**src/rtl/branch_seq.sv**
```systemverilog
// rtl/branch_seq.sv - three-phase compare/branch sequencer (FETCH, EXEC, UPDATE)
module branch_seq #(
    parameter int DATA_W = 8,
    parameter int PC_W   = 8
) (
    input  logic              clk,
    input  logic              rst,
    input  logic              instr_valid,
    output logic              instr_ready,
    input  logic [2:0]        op,
    input  logic [DATA_W-1:0] r1,
    input  logic [DATA_W-1:0] r2,
    input  logic [PC_W-1:0]   target,
    output logic [2:0]        cmp_op,
    output logic [DATA_W-1:0] cmp_a,
    output logic [DATA_W-1:0] cmp_b,
    input  logic [DATA_W-1:0] cmp_rd,
    output logic [PC_W-1:0]   pc,
    output logic              flag,
    output logic              taken,
    output logic              busy
);
    typedef enum logic [1:0] {FETCH, EXEC, UPDATE} state_t;

    state_t            state_q, state_d;
    logic [2:0]        op_q, op_d;
    logic [DATA_W-1:0] r1_q, r1_d;
    logic [DATA_W-1:0] r2_q, r2_d;
    logic [PC_W-1:0]   target_q, target_d;
    logic [PC_W-1:0]   pc_q, pc_d;
    logic              flag_q, flag_d;
    logic              result_q, result_d;
    logic              is_branch;
    logic [PC_W-1:0]   pc_inc;

    // Opcodes 110/111 are branches that test the stored flag, not the operands
    assign is_branch = op_q[2] & op_q[1];
    assign pc_inc    = pc_q + {{(PC_W-1){1'b0}}, 1'b1};
    assign pc        = pc_q;
    assign flag      = flag_q;

    always_comb begin
        state_d     = state_q;
        op_d        = op_q;
        r1_d        = r1_q;
        r2_d        = r2_q;
        target_d    = target_q;
        pc_d        = pc_q;
        flag_d      = flag_q;
        result_d    = result_q;
        instr_ready = 1'b0;
        busy        = 1'b0;
        taken       = 1'b0;
        cmp_op      = 3'd0;
        cmp_a       = '0;
        cmp_b       = '0;
        case (state_q)
            FETCH: begin
                instr_ready = 1'b1;
                if (instr_valid) begin
                    op_d     = op;
                    r1_d     = r1;
                    r2_d     = r2;
                    target_d = target;
                    state_d  = EXEC;
                end
            end
            EXEC: begin
                busy   = 1'b1;
                cmp_op = op_q;
                if (is_branch) begin
                    cmp_a = {{(DATA_W-1){1'b0}}, flag_q};
                end else begin
                    cmp_a = r1_q;
                    cmp_b = r2_q;
                end
                result_d = |cmp_rd;
                state_d  = UPDATE;
            end
            UPDATE: begin
                busy    = 1'b1;
                state_d = FETCH;
                if (!is_branch) begin
                    flag_d = result_q;
                    pc_d   = pc_inc;
                end else if (result_q) begin
                    pc_d  = target_q;
                    taken = 1'b1;
                end else begin
                    pc_d = pc_inc;
                end
            end
            default: state_d = FETCH;
        endcase
    end

    always_ff @(posedge clk) begin
        if (rst) begin
            state_q  <= FETCH;
            op_q     <= 3'd0;
            r1_q     <= '0;
            r2_q     <= '0;
            target_q <= '0;
            pc_q     <= '0;
            flag_q   <= 1'b0;
            result_q <= 1'b0;
        end else begin
            state_q  <= state_d;
            op_q     <= op_d;
            r1_q     <= r1_d;
            r2_q     <= r2_d;
            target_q <= target_d;
            pc_q     <= pc_d;
            flag_q   <= flag_d;
            result_q <= result_d;
        end
    end
endmodule
```
**config.mk**
```make
export PLATFORM = sky130hd
export DESIGN_NAME = branch_seq
export DESIGN_NICKNAME = d
export VERILOG_FILES = /design/src/rtl/branch_seq.sv
export SDC_FILE = /design/constraint.sdc
export NUM_CORES = 1
export LEC_CHECK = 0
export ABC_AREA = 1
export BUFFER_PORTS_ARGS = -buffer_cell sky130_fd_sc_hd__buf_2
export CAP_MARGIN = 20
export CORE_MARGIN = 2
export CORE_UTILIZATION = 48
export DETAILED_ROUTE_END_ITERATION = 16
export PLACE_DENSITY_LB_ADDON = 0.2
export SYNTH_ARGS = -nofsm -noshare
export SYNTH_HDL_FRONTEND = slang
export SYNTH_SLANG_ARGS = --single-unit
```
**constraint.sdc**
```tcl
create_clock -name clk -period 1.9 [get_ports clk]
set_clock_uncertainty 0.15 [all_clocks]
set_input_delay 0.38 -clock clk [delete_from_list [all_inputs] [get_ports clk]]
set_output_delay 0.38 -clock clk [all_outputs]
set_load 0.1 [all_outputs]
```
==> qor.yml <==
yosys_warnings: 0
htreeDepth: 2
routed_wl_um: 4810
start_util_pct: 49.7
antenna_found_initial: 0
setup_viol: 11
holdPathEnd: "pc[6]$_SDFFE_PP0P_"
path_delay_family: "buffers and inverters"
fin_crit_ns: 1.95
synth_common_cells: "nor2_1 (42), dfxtp_1 (39), o21ai_0 (38)"
seq_area_um2: 792
routed_via_density: 4.96
fin_area_um2: 2890
syn_inst: 251
cpPeakStageDelay_ns: 0.35
drive_gt1_share_pct: 38.5
grt_pass1_vias: 1747
vias: 1860
cts_tree: "done"
crit_buf_inv: 3
fp-row-count: 22
postRouteAntennaNets: 0
yosysSeqAreaShare_pct: 43.2
path_max_fanout: 7
min_path_cells: 2
power_density_nw_per_um2: 1010
hold_class: "input port to flip-flop"
setup_slack_ns: -0.0514
outcome: "finished, violations left"
reg2reg_depth: 7
vdd_drop_max_mv: 0.899
worst_slew_pin_slew_ns: 0.484
slew_headroom_pct: 67.9
hold_ws_ns: 0.177
place.gp.congestion: 0.811
path_common_cell: "buf_12"
syn_avg_cell_area_um2: 7.19
dpl-instance-area_um2: 2660
clk_path_buf_depth: 2
synth_top_area_share_pct: 43.2
end_kind: "primary output"
io_buffers: 68
wl_per_cell_um: 12.8
antenna_cells: 0
ys_ff_latch: 39
final_util_pct: 79.5
overflow: 0
yosysTopAreaCell: "dfxtp_1"
clk_latency_ns: 0.29
fmax_ghz: 0.512
rsz0062_at_grt: "yes"
r2r-start: "state_q[1]$_SDFFE_PP0P_"
grt_pass1_wl_um: 7900
synth_ff_type: "dfxtp_1"
cts_buffers: 5
num-nets-final: 369
synthMostInstantiatedCell: "nor2_1"
grt_max_degree: 37
hold_buffers: 0
p_leak_nw: 1.28
io_pins: 69
dp_hpwl_um: 3200
min_from: "rst"
clockRootBuffer: "clkbuf_8"
crit_chain: "inv_4, ha_4, nand2_8, buf_12, nor2_4, buf_12"
grtUsageTotal_pct: 24.1
failed_checks: "setup timing"
synth_area_leaders: "dfxtp_1 (43%), o21ai_0 (11%), nor2_1 (8.7%)"
critPathRequiredTime_ns: 1.37
drv_cap: 0
syn_nets: 294
synthArstFlopShare_pct: 0
synth_edf_count: 0
drc: 0
dr.pass1.iters: 4
yosysUniqueCellTypes: 27
worstReg2RegEnd: "target_q[0]$_SDFFE_PP0P_"
syn-cell-area_um2: 1810
drt_iter0_drc: 89
numClockSinks: 39
die_x_um: 65.3
fillers: 263
fp.dieH_um: 65.3
multiInputGateArea_um2: 972
fin_crit_sh_pct: 103
start_kind: "flip-flop"
worst_path_max_delay_cell: "dfxtp_4"
dpl_worst_slack_ns: 0.104
drv_slew: 0
dieArea_um2: 4270
cp_data_arrival_time_ns: 1.42
area_delta_synth_final_pct: 59.9
clk_pin_slew_worst_paths_ns: 0.07
crit_type: "flip-flop to primary output"
core-area_um2: 3630
finalSetupTns_ns: -0.339
hold_violations: 0
ff2ff_setup_slack_ns: 0.16
## where the power goes
group | total [mW] | switching (mW) | internal [mW]
clock network | 0.708 | 0.284 | 0.425
registers | 0.984 | 0.0557 | 0.928
logic | 1.22 | 0.795 | 0.424
## per-layer routing
layer / vias to the layer above / track usage [%] / share of wire [%]
li1: 955 / - / -
met1: 836 / 28.8 / 42
met2: 58 / 41.3 / 51
met3: 11 / 5.82 / 5.2
met4: 0 / 10.2 / 1.8
met5: - / 0 / 0
## what timing repair did
item                       4_1_cts  5_1_grt
setup buffers                    3        0
pin swaps                        4        2
resized for setup               14        6
gates cloned                     1        0
setup endpoints to repair       20       15
## cells in the final DEF, fill, tap and decap left out, types with 2 or more instances in the layout
master    count
buf_2        46
o21ai_0      37
inv_1        32
dfxtp_1      32
a21oi_1      31
nor2_1       26
nand2_1      24
buf_12       24
nor2_4       11
nand3_1       7
clkbuf_8      6
dfxtp_2       6
buf_4         6
nor2_2        5
inv_2         4
nor3_1        3
ha_4          3
nand2_4       2
inv_4         2
nand2_2       2
ha_1          2
## state kept, by name, indices dropped and copies added (netlist names)
signal	count
flag	1
op_q	3
target_q	8
r1_q	8
state_q	2
r2_q	8
pc	8
result_q	1
## worst max-delay path by stage
stage	start	end	slack, ns	depth (start not counted)
after detailed placement	state_q[1]$_SDFFE_PP0P_	cmp_b[5]	0.10	6
final	state_q[1]$_SDFFE_PP0P_	cmp_b[6]	-0.05	6
after CTS	state_q[1]$_SDFFE_PP0P_	cmp_b[5]	-0.05	6
after floorplan	state_q[1]$_SDFFE_PP0P_	cmp_a[7]	-0.23	4
after global routing	state_q[1]$_SDFFE_PP0P_	cmp_b[6]	-0.11	6
after global placement	state_q[1]$_SDFFE_PP0P_	cmp_a[4]	0.17	6
## metrics by stage
stage	power, mW	std cells
2_1_floorplan	1.77	251
3_3_place_gp	2.08	363
3_5_place_dp	2.10	363
4_1_cts	2.89	375
5_1_grt	3.04	375
6_report	2.91	375
## worst register-to-register path: cells and delay by family, from the launching register on
family | cells | cell delay (ns)
AND/OR/NAND/NOR | 3 | 0.47
adder cells (fa/ha/maj) | 1 | 0.17
flip-flops | 1 | 0.36
buffers and inverters | 3 | 0.48
## area by class of cell
class	count	share of cell area [%]
clock buffers	6	2.86
clock inverters	2	1.21
inverters	39	5.24
multi-input cells	163	33.7
flip-flops and latches	39	27.4
well taps	48	2.08
repair buffers	78	27.5
## kinds of logic (layout without fill, tap and decap cells)
kind of cell | after synthesis | in the layout | share of synthesized area (%)
AO/OA/AOI/OAI | 73 | 73 | 21.1
adder cells (fa/ha/maj) | 5 | 5 | 3.47
buffers and inverters | 49 | 125 | 11.2
flip-flops | 39 | 39 | 43.2
AND/OR/NAND/NOR | 85 | 85 | 21.1
No activity file was read; power rests on OpenSTA's default activity.
